## src/rtl/wts_channel_array.sv

```systemverilog
// wts_channel_array
//   Time-multiplexed wave-table channel engine. CH channels share one datapath.
//   Each 'active' pulse services one channel slot: that channel's tone address
//   counter, ADSR envelope and noise gate advance by one step. The result
//   {channel, wave address, gated envelope} goes to the SRAM/mixer stage.
//
// Ports
//   clk, nreset                 clock, asynchronous active-low reset
//   active                      service strobe, one clk wide
//   key_on/key_release/key_off  per-channel event pulses, held pending until serviced
//   address_reset               per-channel pulse, wave address to 0 at next service
//   reg_*                       per-channel settings, channel n in field n of each vector
//   out_valid                   one-clk pulse after each active
//   out_channel, sram_a         serviced channel, {channel, 7-bit wave address}
//   envelope                    gated envelope level of the serviced channel
//   env_state                   envelope FSM state of the serviced channel
//
// Output handshake: there is no back-pressure. out_valid is high for exactly
// the clk after an active pulse; out_channel/sram_a/envelope/env_state change
// only on that clk and hold their values until the next one.
module wts_channel_array #(
  parameter int          CH        = 5,
  parameter logic [16:0] LFSR_SEED = 17'h1,
  localparam int         CH_W      = $clog2(CH)
) (
  input  logic              clk,
  input  logic              nreset,
  input  logic              active,
  input  logic [CH-1:0]     key_on,
  input  logic [CH-1:0]     key_release,
  input  logic [CH-1:0]     key_off,
  input  logic [CH-1:0]     address_reset,
  input  logic [CH*8-1:0]   reg_ar,
  input  logic [CH*8-1:0]   reg_dr,
  input  logic [CH*8-1:0]   reg_sr,
  input  logic [CH*8-1:0]   reg_rr,
  input  logic [CH*7-1:0]   reg_sl,
  input  logic [CH*2-1:0]   reg_wave_length,
  input  logic [CH*12-1:0]  reg_frequency_count,
  input  logic [CH-1:0]     reg_noise_enable,
  input  logic [CH*5-1:0]   reg_noise_frequency_count,
  output logic              out_valid,
  output logic [CH_W-1:0]   out_channel,
  output logic [CH_W+6:0]   sram_a,
  output logic [7:0]        envelope,
  output logic [2:0]        env_state
);

  typedef enum logic [2:0] {
    ENV_IDLE    = 3'd0,
    ENV_ATTACK  = 3'd1,
    ENV_DECAY   = 3'd2,
    ENV_SUSTAIN = 3'd3,
    ENV_RELEASE = 3'd4
  } env_state_t;

  // Per-channel state
  logic [6:0]  addr_q  [CH];
  logic [11:0] cnt_q   [CH];
  logic [7:0]  level_q [CH];
  logic [7:0]  acc_q   [CH];
  env_state_t  st_q    [CH];
  logic [4:0]  ndiv_q  [CH];
  logic [CH-1:0] nbit_q;
  logic [CH-1:0] pend_on, pend_off, pend_rel, pend_addr;

  // Shared state
  logic [CH_W-1:0] slot;
  logic [16:0]     lfsr;

  // Next values for the serviced slot
  int unsigned     si;
  logic [CH_W-1:0] slot_next;
  logic [CH-1:0]   slot_clr;
  logic            ev_on, ev_off, ev_rel, ev_addr;
  logic [11:0]     reload;
  logic [6:0]      addr_mask;
  logic [6:0]      addr_n;
  logic [11:0]     cnt_n;
  env_state_t      st_c, st_n;
  logic [7:0]      lvl, level_n, acc_n, rate, target;
  logic [8:0]      sum;
  logic [4:0]      ndiv_n;
  logic            nbit_n;
  logic [7:0]      env_n;

  always_comb begin
    si        = int'(slot);
    slot_next = (slot == CH_W'(CH - 1)) ? '0 : slot + CH_W'(1);
    // Service clears the slot's pending bits; a pulse in the same clk re-sets them.
    slot_clr  = active ? (CH'(1) << slot) : '0;

    // Event priority: off > on > release; losers are dropped with the clear.
    ev_off  = pend_off[slot];
    ev_on   = pend_on[slot] & ~ev_off;
    ev_rel  = pend_rel[slot] & ~ev_off & ~ev_on;
    ev_addr = pend_addr[slot];

    // Tone address counter
    reload = reg_frequency_count[si*12 +: 12];
    case (reg_wave_length[si*2 +: 2])
      2'd0:    addr_mask = 7'h0f;
      2'd1:    addr_mask = 7'h1f;
      2'd2:    addr_mask = 7'h3f;
      default: addr_mask = 7'h7f;
    endcase
    addr_n = addr_q[slot];
    cnt_n  = cnt_q[slot];
    if (ev_on || ev_addr) begin
      addr_n = '0;
      cnt_n  = reload;
    end else if (cnt_q[slot] == 12'd0) begin
      cnt_n  = reload;
      addr_n = (addr_q[slot] + 7'd1) & addr_mask;
    end else begin
      cnt_n  = cnt_q[slot] - 12'd1;
    end

    // Envelope FSM: a step happens when acc + rate carries out of 8 bits.
    st_c   = st_q[slot];
    lvl    = level_q[slot];
    target = {reg_sl[si*7 +: 7], 1'b0};
    case (st_c)
      ENV_ATTACK:  rate = reg_ar[si*8 +: 8];
      ENV_DECAY:   rate = reg_dr[si*8 +: 8];
      ENV_SUSTAIN: rate = reg_sr[si*8 +: 8];
      ENV_RELEASE: rate = reg_rr[si*8 +: 8];
      default:     rate = 8'd0;
    endcase
    sum     = {1'b0, acc_q[slot]} + {1'b0, rate};
    st_n    = st_c;
    level_n = lvl;
    acc_n   = acc_q[slot];
    if (ev_off) begin
      st_n    = ENV_IDLE;
      level_n = '0;
      acc_n   = '0;
    end else if (ev_on) begin
      st_n    = ENV_ATTACK;
      level_n = '0;
      acc_n   = '0;
    end else if (ev_rel && st_c != ENV_IDLE) begin
      st_n = ENV_RELEASE;
    end else begin
      acc_n = sum[7:0];
      case (st_c)
        ENV_ATTACK: begin
          if (sum[8] && lvl != 8'hff) level_n = lvl + 8'd1;
          if (level_n == 8'hff) st_n = ENV_DECAY;
        end
        ENV_DECAY: begin
          // Compare in 9 bits so level 0 with target 0 cannot wrap.
          if (sum[8]) begin
            if ({1'b0, lvl} <= {1'b0, target} + 9'd1) begin
              level_n = target;
              st_n    = ENV_SUSTAIN;
            end else begin
              level_n = lvl - 8'd1;
            end
          end
        end
        ENV_SUSTAIN: begin
          if (sum[8] && lvl != 8'd0) level_n = lvl - 8'd1;
        end
        ENV_RELEASE: begin
          if (sum[8]) begin
            if (lvl <= 8'd1) begin
              level_n = '0;
              st_n    = ENV_IDLE;
            end else begin
              level_n = lvl - 8'd1;
            end
          end
        end
        default: ;
      endcase
    end

    // Noise gate samples the shared LFSR before this service advances it.
    if (ndiv_q[slot] == 5'd0) begin
      ndiv_n = reg_noise_frequency_count[si*5 +: 5];
      nbit_n = lfsr[0];
    end else begin
      ndiv_n = ndiv_q[slot] - 5'd1;
      nbit_n = nbit_q[slot];
    end
    env_n = (!reg_noise_enable[slot] || nbit_n) ? level_n : 8'd0;
  end

  always_ff @(posedge clk or negedge nreset) begin
    if (!nreset) begin
      slot        <= '0;
      lfsr        <= LFSR_SEED;
      pend_on     <= '0;
      pend_off    <= '0;
      pend_rel    <= '0;
      pend_addr   <= '0;
      nbit_q      <= '0;
      out_valid   <= 1'b0;
      out_channel <= '0;
      sram_a      <= '0;
      envelope    <= '0;
      env_state   <= '0;
      for (int i = 0; i < CH; i++) begin
        addr_q[i]  <= '0;
        cnt_q[i]   <= '0;
        level_q[i] <= '0;
        acc_q[i]   <= '0;
        st_q[i]    <= ENV_IDLE;
        ndiv_q[i]  <= '0;
      end
    end else begin
      pend_on   <= (pend_on   & ~slot_clr) | key_on;
      pend_off  <= (pend_off  & ~slot_clr) | key_off;
      pend_rel  <= (pend_rel  & ~slot_clr) | key_release;
      pend_addr <= (pend_addr & ~slot_clr) | address_reset;
      out_valid <= active;
      if (active) begin
        slot          <= slot_next;
        lfsr          <= {lfsr[15:0], lfsr[16] ^ lfsr[13]};
        addr_q[slot]  <= addr_n;
        cnt_q[slot]   <= cnt_n;
        level_q[slot] <= level_n;
        acc_q[slot]   <= acc_n;
        st_q[slot]    <= st_n;
        ndiv_q[slot]  <= ndiv_n;
        nbit_q[slot]  <= nbit_n;
        out_channel   <= slot;
        sram_a        <= {slot, addr_n};
        envelope      <= env_n;
        env_state     <= st_n;
      end
    end
  end

endmodule

```

## config.mk

```make
export PLATFORM = sky130hd
export DESIGN_NAME = wts_channel_array
export DESIGN_NICKNAME = d
export VERILOG_FILES = /design/src/rtl/wts_channel_array.sv
export SDC_FILE = /design/constraint.sdc
export NUM_CORES = 1
export LEC_CHECK = 0
export BUFFER_PORTS_ARGS = -buffer_cell sky130_fd_sc_hd__buf_2
export CAP_MARGIN = 20
export CELL_PAD_IN_SITES_DETAIL_PLACEMENT = 1
export CELL_PAD_IN_SITES_GLOBAL_PLACEMENT = 1
export CORE_MARGIN = 2
export CORE_UTILIZATION = 45
export DETAILED_ROUTE_END_ITERATION = 8
export MAX_ROUTING_LAYER = met4
export PLACE_DENSITY = 0.88
export SYNTH_ARGS = -nofsm -noshare
export SYNTH_HDL_FRONTEND = slang
export SYNTH_SLANG_ARGS = --single-unit
```

## constraint.sdc

```tcl
create_clock -name clk -period 15.8 [get_ports clk]
set_clock_uncertainty 0.2 [all_clocks]
set_input_delay 0 -clock clk [delete_from_list [all_inputs] [get_ports clk]]
set_output_delay 0 -clock clk [all_outputs]
set_load 0.01 [all_outputs]
```

==> results of run 1 <==
## per-stage QoR
stage | setup WS [ps] | area (µm²) | total power [mW] | utilization, %
after floorplan | 10020 | 16900 | 2.74 | -
after global placement | 7800 | 18900 | 3.43 | 51.3
after detailed placement | 7540 | 18900 | 3.53 | 51.3
after CTS | 7500 | 20400 | 4.32 | 55.4
after global routing | 7120 | 20400 | 4.67 | 55.5
final | 7700 | 20400 | 4.44 | 55.5
## cell type report
cell class              count  area (µm²)
diodes                      1        2.50
clock buffers              40         837
clock inverters            12         145
fillers                  4320       16400
inverters                  22        82.6
multi-input cells        1486        9190
flip-flops and latches    282        7070
well taps                 468         586
repair buffers            425        2490
## path summary, 6_finish.rpt
kind	to	slack, ps	cells after the start
setup / recovery	level_q[19]	7700	20
hold / removal	cnt_q[45]	-30	2
setup reg to reg	level_q[19]	7700	20
hold reg to reg	addr_q[31]	280	2
max in group asynchronous	st_q[14]	13860	3
min in group clk	cnt_q[13]	20	6
## power breakdown
group | switching, mW | internal, mW | total, mW
clock network | 0.314 | 0.419 | 0.733
registers | 0.190 | 0.948 | 1.14
logic | 1.74 | 0.830 | 2.57
## worst register-to-register path, delay by kind of cell, from the launching register on
| kind | cells | cell delay [ps] |
|---|---|---|
| mux | 1 | 500 |
| fa+ha+maj | 2 | 550 |
| simple gates | 7 | 2030 |
| flops | 1 | 460 |
| buf+inv | 2 | 750 |
| compound gates | 8 | 3450 |
## flip-flops by register name, summed over array words and instances (netlist names)
signal / flops
sram_a: 7
addr_q: 35
pend_addr: 5
level_q: 40
st_q: 15
lfsr: 17
slot: 3
ndiv_q: 25
pend_rel: 5
cnt_q: 60
envelope: 8
pend_off: 5
out_channel: 3
env_state: 3
pend_on: 5
acc_q: 40
nbit_q: 5
out_valid: 1
## Yosys cell counts, types with 15 or more instances
library cell  number  area, µm²
mux2_2            36        405
buf_1             16       60.1
a21o_1            28        210
nand2_1          382       1430
dfrtp_1          281       7030
o21ai_0          244       1220
xnor2_1           19        166
nand3_1           40        200
inv_1             15       56.3
buf_2             26        130
o22ai_1           34        213
clkbuf_1          91        342
ha_1              27        338
a221oi_1          18        158
a221o_1           15        150
a31oi_1           17        106
a21oi_1          131        656
mux2i_1          113       1130
nor3_1            26        130
a22oi_1           17        128
nor2_1           105        394
o211ai_1          25        188
a22o_1            19        166
## cells by family (layout without fill, tap and decap cells)
kind of cell | count (synthesis) | count (layout) | synth area share [%]
other | 0 | 1 | 0
AOI/OAI and AO/OA | 645 | 645 | 24.0
xor gates and xnor gates | 25 | 25 | 1.30
DFF | 282 | 282 | 41.7
muxes | 161 | 161 | 10.6
adders and majority gates | 28 | 28 | 2.12
buffers and inverters | 166 | 499 | 4.28
and+or+nand+nor | 627 | 627 | 15.9
## routing by layer
metal / global-route usage [%] / vias to the layer above
met4: 21.7 / 0
met3: 6.46 / 296
met5: - / -
met2: 64.2 / 1027
li1: - / 7624
met1: 45.2 / 8906
==> flow_metrics.tcl, run 1 <==
set metrics [dict create \
    critPathLaunchType "flop" \
    rows 70 \
    ir_drop_v 0.000106 \
    initialDrtViolationCount 1333 \
    worst_slew_pin_slew_ps 1100 \
    cts-root-buf "clkbuf_16" \
    drc 0 \
    crit_fanout 50 \
    clk_path_buf_depth 3 \
    critPathMaxStageDelay_ps 790 \
    hold_class "in -> async" \
    avgSynthCellArea_um2 8.74 \
    final.min_clock_period_ps 8100 \
    setup_viol 0 \
    cp_cell_sequence "buf_4 -> mux2_2 -> a221o_2 -> o21ai_0 -> nand2_1 -> nor3_1 -> o211ai_1 -> nand3_1 -> ha_1 -> inv_1 -> fa_1 -> nor2b_1 -> o2111ai_1 -> a21oi_1 -> nor2_1 -> a31oi_1 -> nor3b_1 -> nor3_1 -> a2111oi_2 -> o31ai_1" \
    postRouteAntennaNets 0 \
    wl_per_cell_um 27.2 \
    numPortBuffers 342 \
    cp-startpoint "slot[2]" \
    path_buf_inv 2 \
    fmax_mhz 124 \
    slew_violations 0 \
    hold_ws_ps -29.4 \
    relSlewSlack_pct 26.6 \
    globalplace.congestion 0.996 \
    dieArea_um2 39100 \
    clock_latency_ps 560 \
    synth_warnings 0 \
    cts_resized 0 \
    synth_area_um2 16900 \
    antenna_found_initial 1 \
    num_vias 17900 \
    place_inst 2629 \
    dr_wl_met2_um 36100 \
    syn_inst 1934 \
    die_x_um 198 \
    start_util_pct 46.0 \
    crit_top_cell "nor3_1" \
    maxCapViolations 0 \
    layout_commonest_cell "nand2_1" \
    rsz0062_at_grt "no" \
    slowest_stage "a2111oi_2" \
    ios 343 \
    p_per_area_nw_per_um2 218 \
    cts_setup_buffers 0 \
    worstPathRequired_ps 15990 \
    leakage_nw 9.27 \
    finalCritPeriodShare_pct 51.2 \
    failed_checks "hold timing" \
    synth_cell_type_count 85 \
    met3_length_um 5490 \
    viasPerCell 6.53 \
    cts_buffers 29 \
    clk_pin_slew_ps 70 \
    drt_first_pass_iters 5 \
    final_cell_mix "nand2_1 (381), buf_2 (343), dfrtp_1 (278)" \
    setup_tns_ps 0 \
    async_flop_share_pct 100 \
    ys_seq_area_share_pct 41.7 \
    cp_top_family "compound AO/OA/AOI/OAI gates" \
    critPathArrivalTime_ps 8290 \
    htreeDepth 1 \
    grt_use_total_pct 38.9 \
    ys_ff_latch 282 \
    grt_pass1_vias 19100 \
    grt_max_degree 139 \
    layout.nets 2592 \
    wirelength_um 74500 \
    dieHeight_um 198 \
    cts_tree "built" \
    r2r-start "slot[2]" \
    area_growth_pct 20.7 \
    cp-end-kind "flop" \
    syn-num-nets 2280 \
    core_um2 36800 \
    synth-main-ff-cell "dfrtp_1" \
    synth-edff-count 0 \
    grt-ovfl-total 0 \
    hpwl_um 46500 \
    top_layer "met4" \
    hold_violations 11 \
    m1WireLength_um 28400 \
    grt_pass1_wl_um 114000 \
    cts_sinks 282 \
    outcome "finished, violations left" \
    critical_path_class "reg -> reg" \
    drive_above_1_share_pct 22.8 \
    finalNonFillerCells 2736 \
    cts_hold_buf 53 \
]
Note: power is estimated with default switching activity, not from simulation.
==> inputs of run 2 (changes only) <==
--- a/config.mk
+++ b/config.mk
@@ -5,15 +5,16 @@
 export SDC_FILE = /design/constraint.sdc
 export NUM_CORES = 1
 export LEC_CHECK = 0
+export ABC_AREA = 1
 export BUFFER_PORTS_ARGS = -buffer_cell sky130_fd_sc_hd__buf_2
 export CAP_MARGIN = 20
 export CELL_PAD_IN_SITES_DETAIL_PLACEMENT = 1
 export CELL_PAD_IN_SITES_GLOBAL_PLACEMENT = 1
 export CORE_MARGIN = 2
-export CORE_UTILIZATION = 45
+export CORE_UTILIZATION = 41
 export DETAILED_ROUTE_END_ITERATION = 8
 export MAX_ROUTING_LAYER = met4
-export PLACE_DENSITY = 0.88
+export PLACE_DENSITY = 0.83
 export SYNTH_ARGS = -nofsm -noshare
 export SYNTH_HDL_FRONTEND = slang
 export SYNTH_SLANG_ARGS = --single-unit
==> constraint.sdc (replaced) <==
create_clock -name clk -period 8.15 [get_ports clk]
set_clock_uncertainty 0.2 [all_clocks]
set_input_delay 0 -clock clk [delete_from_list [all_inputs] [get_ports clk]]
set_output_delay 0 -clock clk [all_outputs]
set_load 0.01 [all_outputs]
==> run 2 against run 1 <==
  * The flow now finishes without violations
  * Sequential cell count stayed put
  * Clock power is 100% higher
  * Largest power group unchanged
  * Global-route usage is 3.9 points lower
  * Critical endpoint is now level_q[32]
  * Via count is 4.7% higher
==> flow_metrics.tcl, run 2 <==
set metrics [dict create \
    outcome "completed" \
    area_growth_pct 21.1 \
    setup_viol 0 \
    synth_cell_type_count 75 \
    async_flop_share_pct 100 \
    p_switching_mw 5.35 \
    maxCapViolations 0 \
    cts_sinks 282 \
    core_um2 42800 \
    hold_class "in -> reg" \
    yosys.cell_count.top_type "nand2_1" \
    reg_top3 "cnt_q: 60 flops, acc_q: 40 flops, level_q: 40 flops" \
    synthTopCellsByArea "dfrtp_1 (40%), nand2_1 (14%), o21ai_0 (6.7%)" \
    slowest_stage "nor2_1" \
    swShare_pct 53.5 \
    grt_max_degree 186 \
    yosysTopAreaCellShare_pct 39.8 \
    clk_path_buf_depth 3 \
    grt-ovfl-total 0 \
    die_x_um 212 \
    synth_warnings 0 \
    num_vias 18700 \
    path_buf_inv 7 \
    drt_first_pass_iters 5 \
    worstPathRequired_ps 8430 \
    ir_drop_v 0.000203 \
    leakage_nw 10.3 \
    p_seq_share_pct 22.4 \
    n_fill_cell 5448 \
    clock_latency_ps 580 \
    hpwl_um 51400 \
    ios 343 \
    critPathArrivalTime_ps 7350 \
    relSlewSlack_pct 26.4 \
    final_cell_mix "nand2_1 (679), buf_2 (341), dfrtp_1 (280)" \
    avgSynthCellArea_um2 7.53 \
    drive_above_1_share_pct 21.9 \
    cts_buffers 31 \
    r2r-start "slot[1]" \
    final.min_clock_period_ps 7070 \
    synth_compound_area_share_pct 19.7 \
    wirelength_um 76500 \
    postRouteAntennaNets 0 \
    hold_ws_ps 45.6 \
    ys_ff_latch 282 \
    p_int_mw 4.65 \
    cts_resized 0 \
    grt_pass1_vias 20000 \
    wl_per_cell_um 23.5 \
    synth_largest_area_cell "dfrtp_1" \
    drc 0 \
    syn-num-nets 2689 \
    slew_violations 0 \
    layout.nets 3031 \
    layout_commonest_cell "nand2_1" \
    dieHeight_um 212 \
    min_from "reg_frequency_count[32]" \
    synthXorXnorAreaFrac_pct 1.09 \
    cp-end-kind "flop" \
    min_to "cnt_q[8]" \
    synth-main-ff-cell "dfrtp_1" \
    placed_area_um2 19500 \
    ys_seq_area_share_pct 40.0 \
    worst_slew_pin_slew_ps 1100 \
    rsz0062_at_grt "no" \
    clkPwrFrac_pct 14.9 \
    critPathMaxStageDelay_ps 740 \
    final_area_um2 21400 \
    cts_setup_buffers 0 \
    cts-root-buf "clkbuf_16" \
    viasPerCell 5.74 \
    grt_use_total_pct 35.0 \
    top_register "cnt_q" \
    initialDrtViolationCount 1374 \
    synth_top_family_by_area "simple AND/OR/NAND/NOR gates" \
    ff2ff_path_depth 29 \
    critPathLaunchType "flop" \
    dieArea_um2 44700 \
    globalplace.congestion 0.969 \
    ff2ff_setup_slack_ps 1080 \
    clk_pin_slew_ps 70 \
    grt_pass1_wl_um 117000 \
    hold_violations 0 \
    antenna_found_initial 3 \
    cp_top_family "simple AND/OR/NAND/NOR gates" \
    finalCritPeriodShare_pct 86.7 \
    rr_endpoint "level_q[32]" \
    cts_tree "built" \
    htreeDepth 1 \
    start_util_pct 41.3 \
    rows 76 \
    numPortBuffers 342 \
    whs_path_depth 5 \
    p_per_area_nw_per_um2 468 \
    crit_fanout 28 \
    syn_inst 2343 \
    fmax_mhz 141 \
    synth-edff-count 0 \
    synth_adder_area_share_pct 2.03 \
    synth_area_um2 17700 \
    pwr-share-comb_pct 62.6 \
    largest_reg_flops 60 \
    critical_path_class "reg -> reg" \
    ys_top_cells_by_count "nand2_1 (680), dfrtp_1 (281), o21ai_0 (238)" \
    yosys.area_share.simple_pct 28.9 \
    cts_hold_buf 80 \
    setup_tns_ps 0 \
    synth_mux_area_share_pct 0 \
]
==> run 2: layer usage <==
metal / track usage (%) / wire length, µm / vias to the layer above
met5: - / 0 / -
met4: 17.4 / 3850 / 0
met3: 4.88 / 4440 / 178
met2: 58.7 / 37200 / 690
met1: 41.4 / 31000 / 9338
li1: - / - / 8482
==> run 2: worst register-to-register path: cells and delay by family (launching register included) <==
family | cells | cell delay, ps
flip-flops | 1 | 610
buffers and inverters | 7 | 1440
AO/OA/AOI/OAI | 5 | 1270
adder cells (fa/ha/maj) | 2 | 580
AND/OR/NAND/NOR | 15 | 2850
==> run 2: area by class of cell <==
| cell class | count | area (µm²) | area share [%] |
|---|---|---|---|
| antenna | 3 | 7.51 | 0.0351 |
| inverter | 166 | 634 | 2.97 |
| clock buffer | 43 | 921 | 4.31 |
| multi-input combinational | 1752 | 9150 | 42.8 |
| sequential | 282 | 7060 | 33.0 |
| timing repair buffer | 452 | 2780 | 13.0 |
| tap | 546 | 683 | 3.19 |
| clock inverter | 12 | 149 | 0.696 |
==> run 2: metrics by stage <==
stage / worst slack [ps] / cells / power (mW) / utilization, %
floorplan: 3450 / 2343 / 6.44 / -
global placement: 1480 / 3116 / 8.07 / 45.5
detailed placement: 1280 / 3117 / 8.25 / 45.5
CTS: 1220 / 3252 / 9.91 / 49.9
global route: 641 / 3256 / 10.7 / 50.0
finish: 1080 / 3256 / 10.0 / 50.0
==> run 2: logic make-up (layout without fill, tap and decap cells) <==
| family | Yosys count | after routing |
|---|---|---|
| compound gates | 569 | 569 |
| other cells | 0 | 3 |
| fa+ha+maj | 28 | 28 |
| flops | 282 | 282 |
| buf+inv | 309 | 673 |
| xor+xnor | 22 | 22 |
| simple gates | 1133 | 1133 |
==> run 2: worst max path at each step <==
stage / startpoint / endpoint / slack (ps) / cells after the start
CTS: slot[1] / level_q[32] / 1220 / 29
detailed placement: slot[1] / level_q[32] / 1280 / 29
floorplan: slot[1] / level_q[2] / 3450 / 31
global placement: slot[0] / level_q[32] / 1480 / 29
global route: slot[1] / level_q[32] / 640 / 29
finish: slot[1] / level_q[32] / 1080 / 29
==> run 2: power by group through the flow <==
stage / logic (mW) / registers [mW] / clock network [mW]
detailed placement: 6.00 / 2.25 / 0
CTS: 6.17 / 2.24 / 1.50
finish: 6.27 / 2.24 / 1.49
floorplan: 4.30 / 2.14 / 0
global route: 6.88 / 2.30 / 1.56
global placement: 5.85 / 2.22 / 0
==> inputs of run 3 (changes only) <==
--- a/config.mk
+++ b/config.mk
@@ -14,7 +14,8 @@
 export CORE_UTILIZATION = 41
 export DETAILED_ROUTE_END_ITERATION = 8
 export MAX_ROUTING_LAYER = met4
-export PLACE_DENSITY = 0.83
+export PLACE_DENSITY = 0.78
+export SETUP_SLACK_MARGIN = 0.02
 export SYNTH_ARGS = -nofsm -noshare
 export SYNTH_HDL_FRONTEND = slang
 export SYNTH_SLANG_ARGS = --single-unit
==> run 3 against run 2 <==
  * Non-clock buffer count down 17
  * Cell area down 0.83%
  * Sequential power about the same
  * Clock-buffer cell count up 4
  * Global-route usage down 1.1 points
  * Register-to-register slack worse by 30 ps
  * First-iteration DRC count down 2.6%
  * Combinational power down 2%
==> flow_metrics.tcl, run 3 (synthesized netlist as in run 2, its figures left out) <==
set metrics [dict create \
    ir_drop_v 0.000181 \
    numPortBuffers 342 \
    critPathLaunchType "flop" \
    grt_pass1_wl_um 113000 \
    fin_ws_ps 1050 \
    core_um2 42800 \
    die_x_um 212 \
    crit_fanout 36 \
    maxCapViolations 0 \
    critPathArrivalTime_ps 7350 \
    relSlewSlack_pct 35.3 \
    final.min_clock_period_ps 7100 \
    post-route-util_pct 49.6 \
    area_growth_pct 20.1 \
    largest_reg_flops 60 \
    cts_hold_buf 61 \
    finalNonFillerCells 3239 \
    drt_first_pass_iters 5 \
    clock_latency_ps 550 \
    grt_max_degree 84 \
    worstPathRequired_ps 8400 \
    initialDrtViolationCount 1338 \
    leakage_nw 10.2 \
    cts_resized 0 \
    slowest_stage "nor2_1" \
    ios 343 \
    ff2ff_path_depth 28 \
    cts-root-buf "clkbuf_16" \
    grt_pass1_vias 19300 \
    dieHeight_um 212 \
    cts_sinks 282 \
    slew_violations 0 \
    pre_cts_ws_ps 1170 \
    grt_use_total_pct 33.9 \
    rows 76 \
    fmax_mhz 141 \
    drc 0 \
    layout_commonest_cell "nand2_1" \
    clk_pin_slew_ps 60 \
    cts_setup_buffers 0 \
    finalCritPeriodShare_pct 87.1 \
    grt-ovfl-total 0 \
    reg_top3 "cnt_q: 60 flops, acc_q: 40 flops, level_q: 40 flops" \
    final_cell_mix "nand2_1 (679), buf_2 (341), dfrtp_1 (280)" \
    htreeDepth 2 \
    hold_class "in -> reg" \
    critical_path_class "reg -> reg" \
    num_vias 18300 \
    cts_buffers 34 \
    dieArea_um2 44700 \
    rsz0062_at_grt "no" \
    postRouteAntennaNets 0 \
    hold_ws_ps 9.83 \
    setup_tns_ps 0 \
    outcome "completed" \
    globalplace.congestion 0.981 \
    top_register "cnt_q" \
    place_inst 3120 \
    start_util_pct 41.3 \
    hold_violations 0 \
    layout.nets 3017 \
    clk_path_buf_depth 3 \
    wirelength_um 73500 \
    cts_tree "built" \
    whs_path_depth 3 \
    cp-end-kind "flop" \
    viasPerCell 5.65 \
    worst_slew_pin_slew_ps 969 \
    drive_above_1_share_pct 22.0 \
    antenna_found_initial 1 \
    setup_viol 0 \
    hpwl_um 51100 \
    critPathMaxStageDelay_ps 700 \
    p_per_area_nw_per_um2 466 \
    wl_per_cell_um 22.7 \
]
## run 3: where the power goes
| part | leakage [nW] | internal (mW) | switching, mW |
|---|---|---|---|
| registers | 3.64 | 1.92 | 0.317 |
| logic | 6.07 | 1.82 | 4.32 |
| clock network | 0.524 | 0.900 | 0.610 |
## run 3: final cells by class
| class | instances | area (µm²) |
|---|---|---|
| Clock buffer | 47 | 941 |
| Antenna cell | 1 | 2.50 |
| Tap cell | 546 | 683 |
| Timing Repair Buffer | 435 | 2600 |
| Multi-Input combinational cell | 1752 | 9150 |
| Clock inverter | 10 | 131 |
| Inverter | 166 | 634 |
| Sequential cell | 282 | 7060 |
| Fill cell | 5407 | 21600 |
## run 3: stage by stage
step | instance area (µm²) | total power [mW]
5_1_grt | 21200 | 10.6
4_1_cts | 21200 | 9.86
6_report | 21200 | 9.89
3_5_place_dp | 19500 | 8.21
3_3_place_gp | 19500 | 8.03
2_1_floorplan | 17700 | 6.44
## run 3: worst max-delay path: cells and delay by family, from the launching register on
family	cells	cell delay [ps]
compound gates	5	1090
buf+inv	7	1450
simple gates	14	3030
flops	1	670
fa+ha+maj	2	570
## run 3: metal layers
| layer | vias to the layer above | GRT usage (%) | wire, µm | share of wire [%] |
|---|---|---|---|---|
| li1 | 8469 | - | - | - |
| met1 | 9064 | 41.5 | 30900 | 42 |
| met2 | 619 | 56.3 | 35100 | 48 |
| met3 | 161 | 5.03 | 4310 | 5.9 |
| met4 | 0 | 13.9 | 3230 | 4.4 |
| met5 | - | - | 0 | 0 |
## run 3: final timing paths
kind	slack [ps]	endpoint	from
min in group asynchronous	390	pend_on[4]	nreset
worst max register to register	1050	level_q[32]	slot[0]
worst max-delay path	1050	level_q[32]	slot[0]
worst min-delay path	10	pend_addr[2]	address_reset[2]
worst min register to register	280	lfsr[16]	lfsr[15]
max in group asynchronous	5500	cnt_q[22]	nreset
